===== src/rtl/imem_program_loader.sv =====
// Streams a length-prefixed program image into the byte-addressed instruction memory
// and holds the CPU until a complete image is in place. Optional trailer check: IMEM_LOADER_CHECKSUM_EN.
module imem_program_loader #(
  parameter int ADDR_WIDTH = 9,
  parameter int MAX_BYTES  = 512,
  parameter int BASE_ADDR  = 0
) (
  input  logic                  clk,
  input  logic                  reset,
  input  logic                  start,
  input  logic [7:0]            rx_data,
  input  logic                  rx_valid,
  output logic                  rx_ready,
  output logic [ADDR_WIDTH-1:0] mem_addr,
  output logic [7:0]            mem_data,
  output logic                  mem_we,
  output logic                  cpu_hold,
  output logic                  busy,
  output logic                  done,
  output logic                  error,
  output logic [9:0]            bytes_loaded,
  output logic [2:0]            dbg_state
);

  // Handshake: a byte moves on a rising clk edge when rx_valid && rx_ready; the source
  // holds rx_data stable while rx_valid=1 and rx_ready=0. rx_ready is a registered state decode.
  typedef enum logic [2:0] {
    S_IDLE   = 3'd0,
    S_LEN_HI = 3'd1,
    S_LEN_LO = 3'd2,
    S_LOAD   = 3'd3,
    S_CHECK  = 3'd4,
    S_DONE   = 3'd5,
    S_ERR    = 3'd6
  } state_t;

`ifdef IMEM_LOADER_CHECKSUM_EN
  localparam state_t S_AFTER_PAYLOAD = S_CHECK;
`else
  localparam state_t S_AFTER_PAYLOAD = S_DONE;
`endif

  state_t                r_state;
  state_t                w_next;
  logic                  r_rx_ready;
  logic                  r_busy;
  logic                  r_done;
  logic                  r_error;
  logic                  r_cpu_hold;
  logic                  r_mem_we;
  logic [ADDR_WIDTH-1:0] r_mem_addr;
  logic [7:0]            r_mem_data;
  logic [9:0]            r_bytes_loaded;
  logic [15:0]           r_length;
  logic                  w_accept;
  logic                  w_last;
  logic                  w_start_ok;
  logic [15:0]           w_len_full;
  logic [ADDR_WIDTH-1:0] w_wr_addr;
`ifdef IMEM_LOADER_CHECKSUM_EN
  logic [7:0]            r_sum;
  logic [7:0]            w_sum_final;
`endif

  always_comb begin
    w_accept   = rx_valid && r_rx_ready;
    w_start_ok = start && (r_state == S_IDLE || r_state == S_DONE || r_state == S_ERR);
    w_len_full = {r_length[15:8], rx_data};
    w_last     = (({6'd0, r_bytes_loaded} + 16'd1) == r_length);
    w_wr_addr  = ADDR_WIDTH'(BASE_ADDR) + ADDR_WIDTH'(r_bytes_loaded);
`ifdef IMEM_LOADER_CHECKSUM_EN
    w_sum_final = r_sum + rx_data;
`endif
    w_next = r_state;
    case (r_state)
      S_IDLE, S_DONE, S_ERR: if (w_start_ok) w_next = S_LEN_HI;
      S_LEN_HI: if (w_accept) w_next = S_LEN_LO;
      S_LEN_LO: begin
        if (w_accept) begin
          if (w_len_full == 16'd0)                  w_next = S_AFTER_PAYLOAD;
          else if (w_len_full > 16'(MAX_BYTES))     w_next = S_ERR;
          else                                      w_next = S_LOAD;
        end
      end
      S_LOAD: if (w_accept && w_last) w_next = S_AFTER_PAYLOAD;
`ifdef IMEM_LOADER_CHECKSUM_EN
      S_CHECK: if (w_accept) w_next = (w_sum_final == 8'd0) ? S_DONE : S_ERR;
`endif
      default: w_next = S_IDLE;
    endcase
  end

  always_ff @(posedge clk or posedge reset) begin
    if (reset) begin
      r_state        <= S_IDLE;
      r_rx_ready     <= 1'b0;
      r_busy         <= 1'b0;
      r_done         <= 1'b0;
      r_error        <= 1'b0;
      r_cpu_hold     <= 1'b1;
      r_mem_we       <= 1'b0;
      r_mem_addr     <= ADDR_WIDTH'(BASE_ADDR);
      r_mem_data     <= 8'd0;
      r_bytes_loaded <= 10'd0;
      r_length       <= 16'd0;
`ifdef IMEM_LOADER_CHECKSUM_EN
      r_sum          <= 8'd0;
`endif
    end else begin
      r_state    <= w_next;
      // Status flags are decoded from the next state so they change with the state register.
      r_rx_ready <= (w_next == S_LEN_HI || w_next == S_LEN_LO || w_next == S_LOAD || w_next == S_CHECK);
      r_busy     <= (w_next == S_LEN_HI || w_next == S_LEN_LO || w_next == S_LOAD || w_next == S_CHECK);
      r_done     <= (w_next == S_DONE);
      r_error    <= (w_next == S_ERR);
      r_cpu_hold <= (w_next != S_DONE);
      r_mem_we   <= 1'b0;
      if (w_start_ok) begin
        r_bytes_loaded <= 10'd0;
        r_length       <= 16'd0;
`ifdef IMEM_LOADER_CHECKSUM_EN
        r_sum          <= 8'd0;
`endif
      end
      if (w_accept) begin
        case (r_state)
          S_LEN_HI: r_length[15:8] <= rx_data;
          S_LEN_LO: r_length[7:0]  <= rx_data;
          S_LOAD: begin
            r_mem_we       <= 1'b1;
            r_mem_data     <= rx_data;
            r_mem_addr     <= w_wr_addr;
            r_bytes_loaded <= r_bytes_loaded + 10'd1;
`ifdef IMEM_LOADER_CHECKSUM_EN
            r_sum          <= r_sum + rx_data;
`endif
          end
          default: ;
        endcase
      end
    end
  end

  assign rx_ready     = r_rx_ready;
  assign mem_addr     = r_mem_addr;
  assign mem_data     = r_mem_data;
  assign mem_we       = r_mem_we;
  assign cpu_hold     = r_cpu_hold;
  assign busy         = r_busy;
  assign done         = r_done;
  assign error        = r_error;
  assign bytes_loaded = r_bytes_loaded;
  assign dbg_state    = r_state;

endmodule


===== config.mk =====
export PLATFORM = sky130hd
export DESIGN_NAME = imem_program_loader
export DESIGN_NICKNAME = d
export VERILOG_FILES = /design/src/rtl/imem_program_loader.sv
export SDC_FILE = /design/constraint.sdc
export NUM_CORES = 1
export LEC_CHECK = 0
export CORE_MARGIN = 4
export CORE_UTILIZATION = 25
export DETAILED_ROUTE_END_ITERATION = 8
export DONT_BUFFER_PORTS = 1
export PLACE_DENSITY = 0.45
export RECOVER_POWER = 50
export SYNTH_ARGS = -nofsm -noshare
export SYNTH_HDL_FRONTEND = slang
export SYNTH_SLANG_ARGS = --single-unit

===== constraint.sdc =====
create_clock -name clk -period 2.3 [get_ports clk]
set_input_delay 0 -clock clk [delete_from_list [all_inputs] [get_ports clk]]
set_output_delay 0 -clock clk [all_outputs]
set_load 0.01 [all_outputs]

Yosys cells after proc, flatten, opt, wreduce, memory -nomap -nowiden

Cells that the tools add are included.

Register bits: 51
Input port bits: 12

$add $sub $neg: 2
Magnitude comparators: 1
Equal/unequal tests: 13
Muxes and demuxes: 16
Reduce and logical (&&, ||, !) cells: 12

Operators by type and width:

| operator                                              | number |
|---|---|
| two-way mux 16 bit                                    | 2 |
| two-way mux 10 bit                                    | 3 |
| two-way mux 3 bit                                     | 6 |
| equality test 11 x 16 -> 1 bit                        | 1 |
| > comparator 16 x 10 -> 1 bit (second input constant) | 1 |
| zero test 16 bit                                      | 1 |
| two-way mux 8 bit                                     | 2 |
| equality test 3 bit (second input constant)           | 5 |
| equality test 3 x 2 -> 1 bit (second input constant)  | 4 |
| case mux 3 bit (4 select lines)                       | 1 |
| adder 10 x 1 -> 11 bit (second input constant)        | 1 |
| adder 10 x 1 -> 10 bit (second input constant)        | 1 |
| equality test 3 x 1 -> 1 bit (second input constant)  | 2 |
| logical OR 1 bit                                      | 5 |
| logical AND 1 bit                                     | 3 |
| zero test 3 bit                                       | 1 |
| inequality test 3 bit (second input constant)         | 1 |
| OR reduction 3 bit                                    | 1 |
| two-way mux 1 bit                                     | 2 |
| AND reduction 2 bit                                   | 1 |

Logic depth before layout (Yosys ltp)

Gate-level depths: netlist of run 1.

Word-level depth: 10
Depth in mapped cells: 8
Depth with buffers taken out: 7

Least setup slack after synthesis of run 1

OpenSTA, ideal clock, no wires.

Path kind: register to register
Start point: register r_bytes_loaded[0] (netlist: bytes_loaded[0])
End point: register r_busy (netlist: busy)
Setup time: 0.129 ns
Data arrival time: 2.142 ns
Required time: 2.171 ns
Setup slack: 0.029 ns
Cell stages (with the launch flop): 8
Path buffers: 0
Path through: dfrtp_1 -> ha_1 -> and2_2 -> nand3_2 -> a221o_1 -> or4_4 -> nor4_4 -> nor2_1

Word-level cells in the longest chain between the ends: 9
Elaborated cells on any way between the ends: 12

RTL lines:

| element                                                                             | line | source |
|---|---|---|
| start, declared                                                                     | 53   | `logic [9:0] r_bytes_loaded;` |
| start signal, assigned                                                              | 133  | `r_bytes_loaded <= r_bytes_loaded + 10'd1;` |
| adder 10 x 1 -> 11 bit *                                                            | 69   | `w_last = (({6'd0, r_bytes_loaded} + 16'd1) == r_length);` |
| equality test 11 x 16 -> 1 bit *                                                    | 69   |  |
| logical AND 1 bit *                                                                 | 85   | `S_LOAD: if (w_accept && w_last) w_next = S_AFTER_PAYLOAD;` |
| two-way mux 3 bit *                                                                 | 85   |  |
| case mux 3 bit (4 select lines) *                                                   | 75   | `case (r_state)` |
| equality test 3 x 1 -> 1 bit / equality test 3 x 2 -> 1 bit (equally long branches) | 113  | `r_busy <= (w_next == S_LEN_HI \|\| w_next == S_LEN_LO \|\| w_next == S_LOAD \|\| w_next == S_CHECK);` |
| logical OR 1 bit (2 in a row)                                                       | 113  |  |
| logical OR 1 bit *                                                                  | 113  |  |
| end signal, assigned                                                                | 113  |  |
| end, declared                                                                       | 46   | `logic r_busy;` |

Mark *: on every way between the ends. The rest lies on a longest branch, timed or not.
A chain may end at the register's enable or synchronous reset.

Worst setup path after layout of run 1

Start point: register r_length[12]
End point: register r_state[2] (netlist: dbg_state[2])

Word-level cells in the longest chain between the ends: 5
Elaborated cells on any way between the ends: 9

RTL lines:

| element                           | line | source |
|---|---|---|
| start, declared                   | 54   | `logic [15:0] r_length;` |
| start signal, assigned            | 127  | `S_LEN_HI: r_length[15:8] <= rx_data;` |
| > comparator 16 x 10 -> 1 bit     | 81   | `else if (w_len_full > 16'(MAX_BYTES)) w_next = S_ERR;` |
| two-way mux 3 bit                 | 81   |  |
| two-way mux 3 bit                 | 80   | `if (w_len_full == 16'd0) w_next = S_AFTER_PAYLOAD;` |
| two-way mux 3 bit                 | 79   | `if (w_accept) begin` |
| case mux 3 bit (4 select lines) * | 75   |  |
| named net w_next[2]               | 44   | `state_t w_next;` |
| end signal, assigned              | 110  | `r_state <= w_next;` |
| end, declared                     | 43   | `state_t r_state;` |

Mark *: on every way through the listed nets, which the timed path passes. The rest lies on a longest branch.

==> results of run 1 <==
==> per-layer routing <==
metal | part of all wire (%) | up-vias | track usage [%]
li1 | - | 1082 | -
met1 | 43 | 1124 | 15.72
met2 | 51 | 45 | 22.01
met3 | 5.2 | 8 | 3.288
met4 | 1.2 | 0 | 3.038
met5 | 0 | - | 0
==> power breakdown <==
part	total (W)	leakage, nW	internal (W)	switching (W)
Clock	0.000571	0.0502	0.000226	0.000345
Sequential	0.00147	0.678	0.00116	0.000314
Combinational	0.00118	0.650	0.000470	0.000712
==> worst register-to-register path: stages, from the launching register on <==
cell and delay, ns:
sky130_fd_sc_hd__dfrtp_1 0.39, sky130_fd_sc_hd__or4_1 0.53, sky130_fd_sc_hd__nor2_1 0.15, sky130_fd_sc_hd__nand4_1 0.11, sky130_fd_sc_hd__or4_4 0.57, sky130_fd_sc_hd__nor4_4 0.22, sky130_fd_sc_hd__nand2b_1 0.15
==> path summary, 6_finish.rpt <==
| path | end | cells past startpoint | slack [ns] |
|---|---|---|---|
| worst max-delay path | dbg_state[2] | 6 | 0.10 |
| worst min-delay path | r_length[11] | 2 | 0.08 |
| worst max register to register | dbg_state[2] | 6 | 0.10 |
| worst min register to register | r_length[13] | 2 | 0.53 |
| max in group asynchronous | busy | 2 | 1.20 |
| min in group asynchronous | mem_addr[7] | 2 | 0.41 |
==> repair_timing <==
item / CTS / global route
endpoints found under the hold margin: 77 / 0
hold buffers: 11 / 0
resized for setup: 0 / 4
setup endpoints to repair: 0 / 4
==> state kept, by name, summed over array words and instances (netlist names) <==
register / cells
mem_data: 8
bytes_loaded: 10
mem_addr: 9
r_length: 16
dbg_state: 3
mem_we: 1
busy: 1
error: 1
done: 1
cpu_hold: 1
==> kinds of logic after synthesis <==
logic type / after synthesis / synth area share [%]
compound gates: 62 / 14.55
simple gates: 154 / 27.06
fa+ha+maj: 1 / 0.4754
xor+xnor: 12 / 3.994
flops: 51 / 48.55
buf+inv: 23 / 5.373
==> synthesized netlist by cell type, types with 3 or more instances <==
cell | instances | area, µm²
sky130_fd_sc_hd__clkbuf_1 | 5 | 18.77
sky130_fd_sc_hd__dfrtp_1 | 50 | 1251
sky130_fd_sc_hd__nor3_1 | 5 | 25.02
sky130_fd_sc_hd__xor2_1 | 7 | 61.31
sky130_fd_sc_hd__inv_1 | 7 | 26.28
sky130_fd_sc_hd__xnor2_1 | 5 | 43.79
sky130_fd_sc_hd__a21oi_1 | 6 | 30.03
sky130_fd_sc_hd__o31ai_1 | 6 | 45.04
sky130_fd_sc_hd__nand2_1 | 95 | 356.6
sky130_fd_sc_hd__o21ai_0 | 32 | 160.2
sky130_fd_sc_hd__a31oi_1 | 3 | 18.77
sky130_fd_sc_hd__buf_6 | 5 | 56.30
sky130_fd_sc_hd__nand4_1 | 4 | 25.02
sky130_fd_sc_hd__nor2_1 | 17 | 63.81
sky130_fd_sc_hd__nand2b_1 | 4 | 25.02
sky130_fd_sc_hd__nand3_1 | 6 | 30.03
sky130_fd_sc_hd__nor3b_1 | 4 | 30.03
sky130_fd_sc_hd__and2_2 | 3 | 22.52
==> stage by stage <==
stage	setup WS (ns)	std cells	power [W]
2_1_floorplan	0.02869	303	0.002309
3_3_place_gp	0.1502	445	0.002648
3_5_place_dp	0.1025	445	0.002674
4_1_cts	0.09119	464	0.003278
5_1_grt	0.01883	464	0.003491
6_report	0.1027	464	0.003227
==> cell type report <==
cell class | instances | area [µm²] | share of cell area (%)
inverter | 8 | 30.03 | 0.9848
multi-input combinational | 229 | 1229 | 40.30
clock inverter | 3 | 28.78 | 0.9438
clock buffer | 5 | 68.82 | 2.257
sequential | 51 | 1277 | 41.90
timing repair buffer | 32 | 245.2 | 8.043
tap | 136 | 170.2 | 5.581
==> impl_metrics.ini, run 1 <==
[logic_synthesis]
post_synth_instance_area_mm2 = 0.002631
synth_nets = 316
postSynth.topFlopCell = sky130_fd_sc_hd__dfrtp_1
async_flop_share_pct = 100.0
register_area_share_after_synthesis_pct = 48.55
post_synth.cell_area_avg_um2 = 8.684
syn_inst = 303
synth_enable_flop_cells = 0
ys_ff_latch = 51
synth.distinct_cells = 50
yosys_warnings = 0

[clock_tree]
cts.htree.levels = 2
clk_pin_slew_ns = 0.11
cts_made_buffers = 5
clock-sinks = 51
tritoncts = built
cts_post_setup_buffers_inserted = 0
clkLatencyLatePin_ns = 0.32
clock_tree.root_cell = sky130_fd_sc_hd__clkbuf_8
cts.path.max_buffers = 2

[critical_path]
cp.arrival_ns = 2.45
regToRegStartpoint = r_length[12]
critPathMaxStageDelay_ns = 0.57
crit_chain = or4_1, nor2_1, nand4_1, or4_4, nor4_4, nand2b_1
crit_type = reg2reg
timing.critical_path.to_type = flop
worst_setup_path_start_kind = flop
critical_path.max_fanout = 4
cpMaxStageDelayCell = sky130_fd_sc_hd__or4_4
cp.required_ns = 2.55
cpLargestDelayFamily = simple AND/OR/NAND/NOR gates
critical_path.n_buffers_inverters = 0
critical_path.startpoint = r_length[12]

[pwr]
power_density_mw_per_mm2 = 1058
ir_drop_mv = 0.3685
total_leakage_power_nw = 1.378

[route]
vias = 2259
drc = 0
detailed_route_iter0_violations = 112
drt_wl_total_um = 7682
via_per_instance_ratio = 4.869
ant_nets = 0
route.detailed.wl_per_inst_um = 16.56
detailedRoute.firstPassIterationCount = 4

[cells_and_area]
final.fill_count = 1120
layout_area_overhead_pct = 15.88
antennaDiodeCount = 0
mostFrequentLayoutCell = sky130_fd_sc_hd__nand2_1
final_design_area_no_fill_mm2 = 0.003049
numnets_final = 340
layout.cells.most_common_list = sky130_fd_sc_hd__nand2_1, sky130_fd_sc_hd__dfrtp_1, sky130_fd_sc_hd__o21ai_0, sky130_fd_sc_hd__nor2_1, sky130_fd_sc_hd__buf_4
fraction_of_layout_cells_with_a_size_suffix_above_1_pct = 11.59
finalCoreUtilization_pct = 29.67

[floorplan]
top_level_ports = 48
start_util_pct = 25.60
die-area_mm2 = 0.01223
placement_rows = 37
core_region_area_mm2 = 0.01028
overall_die_height_um = 110.6
die_w_um = 110.6

[sta]
max_freq_ghz = 0.4551
worst_pin_slew_ns = 1.097
drv_slew = 0
period_needed_ns = 2.197
rsz0062_at_grt = no
worst_slew_margin_rel_pct = 26.79
setup_violations = 0
final_hold_vio_count = 0
holdWs_ns = 0.08389
layout_worst_path_cycle_share_pct = 95.54
finalSetupTns_ns = 0
skew_ns = 0.01783

[status]
outcome = completed

[global_routing]
global_route.usage.total_pct = 12.68
antenna_found_initial = 0
pin_count_of_the_biggest_net_entering_global_routing = 52
gr-total-overflow = 0
global_route_wire_length_before_repair_um = 12700
first_global_vias = 2259

[run]
maxCapViolCount = 0

[min_path]
hp-start = start
worst_hold_path_type = in2reg

[place]
dp_hpwl_um = 5417
place.gp.congestion = 0.7883
portBuffers = 0
placedInstanceArea_mm2 = 0.002848
Power figures use the tool's default switching activity.
==> run 2, diff against run 1 <==
--- a/config.mk
+++ b/config.mk
@@ -9,6 +9,7 @@
 export CORE_UTILIZATION = 25
 export DETAILED_ROUTE_END_ITERATION = 8
 export DONT_BUFFER_PORTS = 1
+export MAX_ROUTING_LAYER = met4
 export PLACE_DENSITY = 0.45
 export RECOVER_POWER = 50
 export SYNTH_ARGS = -nofsm -noshare
==> run 2 against run 1 <==
Against the previous run: cell count unchanged; die area unchanged; final area unchanged; register-to-register slack about the same; utilization unchanged; first-iteration DRC count decreased by 9.8%; sequential cell count unchanged; sequential power about the same; wire length decreased by 0.27%; combinational power about the same; sequential share of layout area unchanged; via count decreased by 1.1%; largest cell class unchanged.
==> impl_metrics.ini, run 2 (synthesis results as in run 1) <==
[min_path]
worst_hold_path_type = in2reg
worstHoldPathCells = 2
holdPathEnd = r_length[11]
hp-start = start

[critical_path]
regToRegStartpoint = r_length[12]
setup.reg_to_reg.worst_slack_ns = 0.11
crit_chain = or4_1, nor2_1, nand4_1, or4_4, nor4_4, nand2b_1
critical_path.max_fanout = 4
critical_path.n_buffers_inverters = 0
cpLargestDelayFamily = simple AND/OR/NAND/NOR gates
cp.arrival_ns = 2.44
cpMaxStageDelayCell = sky130_fd_sc_hd__or4_4
worst_setup_path_start_kind = flop
cp.required_ns = 2.55
critical_path.reg2reg.endpoint = dbg_state[2]
timing.critical_path.to_type = flop
worst-r2r-cell-count = 6
crit_type = reg2reg
critPathMaxStageDelay_ns = 0.57

[clock_tree]
cts.path.max_buffers = 2
clk_pin_slew_ns = 0.12
cts.htree.levels = 2
tritoncts = built
cts_post_setup_buffers_inserted = 0
clock_tree.root_cell = sky130_fd_sc_hd__clkbuf_8
clock-sinks = 51
clkLatencyLatePin_ns = 0.32
cts_made_buffers = 5

[sta]
layout_setup_ws_ns = 0.1062
final_hold_vio_count = 0
layout_worst_path_cycle_share_pct = 95.38
rsz0062_at_grt = no
worst_pin_slew_ns = 1.098
setup_violations = 0
max_freq_ghz = 0.4558
finalSetupTns_ns = 0
worst_slew_margin_rel_pct = 26.67
period_needed_ns = 2.194
skew_ns = 0.01855
holdWs_ns = 0.08391
drv_slew = 0

[cells_and_area]
mostFrequentLayoutCell = sky130_fd_sc_hd__nand2_1
most_flops_register = r_length
largest_register_ff_count = 16
numnets_final = 340
antennaDiodeCount = 0
finalCoreUtilization_pct = 29.67
final.fill_count = 1120
fraction_of_layout_cells_with_a_size_suffix_above_1_pct = 11.59
layout_area_overhead_pct = 15.88
layout.cells.most_common_list = sky130_fd_sc_hd__nand2_1, sky130_fd_sc_hd__dfrtp_1, sky130_fd_sc_hd__o21ai_0, sky130_fd_sc_hd__nor2_1, sky130_fd_sc_hd__buf_4

[global_routing]
first_global_vias = 2256
pin_count_of_the_biggest_net_entering_global_routing = 52
global_route.usage.total_pct = 13.06
gr-total-overflow = 0
grt_busiest_layer = met2
grtUsageMet3_pct = 3.233
global_route.usage.met2_pct = 21.97
met1_usage_pct = 15.82
antenna_found_initial = 0
global_route_wire_length_before_repair_um = 12710

[floorplan]
placement_rows = 37
start_util_pct = 25.60
die-area_mm2 = 0.01223
overall_die_height_um = 110.6
core_region_area_mm2 = 0.01028
die_w_um = 110.6
top_level_ports = 48

[route]
drc = 0
detailedRoute.firstPassIterationCount = 4
ant_nets = 0
drt_wl_total_um = 7661
via_per_instance_ratio = 4.817
vias = 2235
route.detailed.wl_per_inst_um = 16.51
detailed_route_iter0_violations = 101

[place]
pre_cts_setup_slack_ns = 0.1025
place.gp.congestion = 0.7994
portBuffers = 0
dp_hpwl_um = 5417

[run]
maxCapViolCount = 0

[pwr]
total_leakage_power_nw = 1.378
ir_drop_mv = 0.3697
power_density_mw_per_mm2 = 1058

[status]
outcome = completed
## run 2: cell counts in the layout (fill, tap and decap cells not counted)
Identical to the previous run, type by type.
## run 2: where the power goes
| group | internal (W) | switching (W) |
|---|---|---|
| sequential | 0.00116 | 0.000314 |
| combinational | 0.000470 | 0.000711 |
| clock | 0.000226 | 0.000345 |
| total | 0.00186 | 0.00137 |
## run 2: through the flow
step                instance area (µm²)  total power (W)  cells
floorplan                          2631         0.002309    303
global placement                   2848         0.002648    445
detailed placement                 2848         0.002674    445
CTS                                3055         0.003278    464
global route                       3049         0.003492    464
finish                             3049         0.003225    464
## run 2: final cells by class
cell class              instances  area (µm²)  area share, %
inverters                       8       30.03         0.9848
multi-input cells             229        1229          40.30
clock inverters                 3       28.78         0.9438
clock buffers                   5       68.82          2.257
well taps                     136       170.2          5.581
flip-flops and latches         51        1277          41.90
repair buffers                 32       245.2          8.043
## run 2: how the worst max path moves through the flow
stage / cells after the start / to / slack (ns) / startpoint
after floorplan: 7 / busy / 0.03 / bytes_loaded[0]
after global placement: 7 / busy / 0.15 / bytes_loaded[1]
after detailed placement: 8 / busy / 0.10 / bytes_loaded[1]
after CTS: 8 / dbg_state[2] / 0.09 / bytes_loaded[1]
after global routing: 6 / dbg_state[2] / 0.02 / r_length[12]
final: 6 / dbg_state[2] / 0.11 / r_length[12]
## run 2: routing by layer
metal | wire (µm) | vias up | share of wire [%]
met1 | 3271 | 1096 | 43
li1 | - | 1082 | -
met5 | 0 | - | 0
met4 | 100 | 0 | 1.3
met3 | 424 | 8 | 5.5
met2 | 3865 | 49 | 50
## run 2: what timing repair did
action	4_1_cts	5_1_grt
setup endpoints to repair	0	4
gates resized for setup	0	4
hold buffers	11	0
endpoints found under the hold margin	77	0
==> run 3, diff against run 2 <==
--- a/config.mk
+++ b/config.mk
@@ -7,10 +7,11 @@
 export LEC_CHECK = 0
 export CORE_MARGIN = 4
 export CORE_UTILIZATION = 25
+export CTS_CLUSTER_SIZE = 12
 export DETAILED_ROUTE_END_ITERATION = 8
 export DONT_BUFFER_PORTS = 1
 export MAX_ROUTING_LAYER = met4
-export PLACE_DENSITY = 0.45
+export PLACE_DENSITY = 0.49
 export RECOVER_POWER = 50
 export SYNTH_ARGS = -nofsm -noshare
 export SYNTH_HDL_FRONTEND = slang
==> run 3 against run 2 <==
Against the previous run: die area unchanged; total power up 0.56%; wire length fell by 0.33%; utilization is 0.13 points higher.
==> impl_metrics.ini, run 3 (synthesis results as in run 1) <==
[cells_and_area]
final.fill_count = 1145
fraction_of_layout_cells_with_a_size_suffix_above_1_pct = 11.52
sequential_cell_area_mm2 = 0.001277
final_design_area_no_fill_mm2 = 0.003063
layout.cells.most_common_list = sky130_fd_sc_hd__nand2_1, sky130_fd_sc_hd__dfrtp_1, sky130_fd_sc_hd__o21ai_0, sky130_fd_sc_hd__buf_4, sky130_fd_sc_hd__nor2_1
numnets_final = 342
layout_area_overhead_pct = 16.41
final_cells = 466
antennaDiodeCount = 0
multiInputGateArea_mm2 = 0.001224
largest_register_ff_count = 16
most_flops_register = r_length
mostFrequentLayoutCell = sky130_fd_sc_hd__nand2_1

[pwr]
share_comb_of_total_power_pct = 36.2
power.switching_w = 0.001371
power_density_mw_per_mm2 = 1059
cell_internal_pwr_w = 0.001873
total_leakage_power_nw = 1.395
ir_drop_mv = 0.3559
share_clk_of_total_power_pct = 18.3
swShare_pct = 42.25
seqPwrFrac_pct = 45.5

[min_path]
worstHoldPathCells = 5
hp-start = start
holdPathEnd = dbg_state[1]
worst_hold_path_type = in2reg

[critical_path]
cpMaxStageDelayCell = sky130_fd_sc_hd__or4_4
critPathMaxStageDelay_ns = 0.51
regToRegStartpoint = bytes_loaded[0]
critical_path.n_buffers_inverters = 0
crit_type = reg2reg
cp.arrival_ns = 2.47
cp.required_ns = 2.56
worst_setup_path_start_kind = flop
worst-path-stages = 7
crit_chain = ha_2, and2_4, nand3_4, a221o_1, or4_4, nor4_4, nand2b_1
setup.reg_to_reg.worst_slack_ns = 0.09
critical_path.reg2reg.endpoint = dbg_state[2]
worst-r2r-cell-count = 7
critical_path.max_fanout = 5
timing.critical_path.to_type = flop
cpLargestDelayFamily = simple AND/OR/NAND/NOR gates

[route]
vias = 2217
drc = 0
detailedRoute.firstPassIterationCount = 4
route.detailed.wl_per_inst_um = 16.39
ant_nets = 0
detailed_route_iter0_violations = 171
via_per_instance_ratio = 4.758
drt_wl_total_um = 7636

[place]
portBuffers = 0
place.gp.congestion = 0.8514
placedInstanceArea_mm2 = 0.002848
dp_hpwl_um = 5399
placed_cells = 445

[floorplan]
placement_rows = 37
start_util_pct = 25.60
die-area_mm2 = 0.01223
overall_die_height_um = 110.6
die_w_um = 110.6
core_region_area_mm2 = 0.01028
top_level_ports = 48

[sta]
max_freq_ghz = 0.4528
worst_slew_margin_rel_pct = 27.71
period_needed_ns = 2.208
final_hold_vio_count = 0
worst_pin_slew_ns = 1.083
holdWs_ns = 0.09848
layout_worst_path_cycle_share_pct = 96.02
drv_slew = 0
setup_violations = 0
skew_ns = 0.01868

[global_routing]
antenna_found_initial = 0
first_global_vias = 2264
global_route.usage.total_pct = 13.09
global_route_wire_length_before_repair_um = 12630
pin_count_of_the_biggest_net_entering_global_routing = 30
gr-total-overflow = 0

[clock_tree]
clkLatencyLatePin_ns = 0.33
tritoncts = built
clock-sinks = 51
cts.path.max_buffers = 2
clock_tree.root_cell = sky130_fd_sc_hd__clkbuf_8
clk_pin_slew_ns = 0.12
cts.htree.levels = 2
cts_made_buffers = 5

[status]
outcome = completed

[run]
maxCapViolCount = 0
-- run 3: layout make-up --
type	count	share of cell area, %
multi-input combinational	229	39.95
tap	136	5.556
clock inverter	3	0.9395
timing repair buffer	34	8.619
inverter	8	0.9804
sequential	51	41.71
clock buffer	5	2.247
-- run 3: layer usage --
layer  vias up  share of wire [%]  global-route usage [%]
met5         -                  0                       -
met4         0               0.75                   2.463
met3         5                4.8                   2.795
met2        50                 49                   21.16
met1      1084                 46                   17.11
li1       1078                  -                       -
-- run 3: through the flow --
step,setup WS [ns],total power [W],util (%),TNS (ns)
2_1_floorplan,0.02869,0.002309,-,0
3_3_place_gp,0.1322,0.002622,27.71,0
3_5_place_dp,0.09901,0.002639,27.71,0
4_1_cts,0.06324,0.003264,29.73,0
5_1_grt,-0.005850,0.003527,29.80,-0.005850
6_report,0.09156,0.003244,29.80,0
-- run 3: tightest hold or removal path: stages --
cell and delay, ns:
sky130_fd_sc_hd__a21oi_1 0.05, sky130_fd_sc_hd__o41ai_1 0.06, sky130_fd_sc_hd__nand2_1 0.09, sky130_fd_sc_hd__nor2_1 0.10, sky130_fd_sc_hd__a21oi_1 0.08
-- run 3: how the worst max path moves through the flow --
| stage | endpoint | from |
|---|---|---|
| final | dbg_state[2] | bytes_loaded[0] |
| after global routing | dbg_state[1] | bytes_loaded[0] |
| after CTS | dbg_state[2] | bytes_loaded[0] |
| after detailed placement | busy | bytes_loaded[0] |
| after global placement | busy | bytes_loaded[0] |
| after floorplan | busy | bytes_loaded[0] |
-- run 3: power groups by stage --
stage               sequential [W]  combinational, W  clock, W
floorplan                  0.00141          0.000899         0
global placement           0.00150           0.00112         0
detailed placement         0.00150           0.00114         0
CTS                        0.00148           0.00116  0.000618
global route               0.00152           0.00134  0.000669
finish                     0.00148           0.00117  0.000594
-- run 3: timing repair --
item,in CTS,in global routing
endpoints found under the setup margin,0,4
endpoints found under the hold margin,52,0
resized for setup,0,3
hold buffers,11,0
setup buffers,0,2
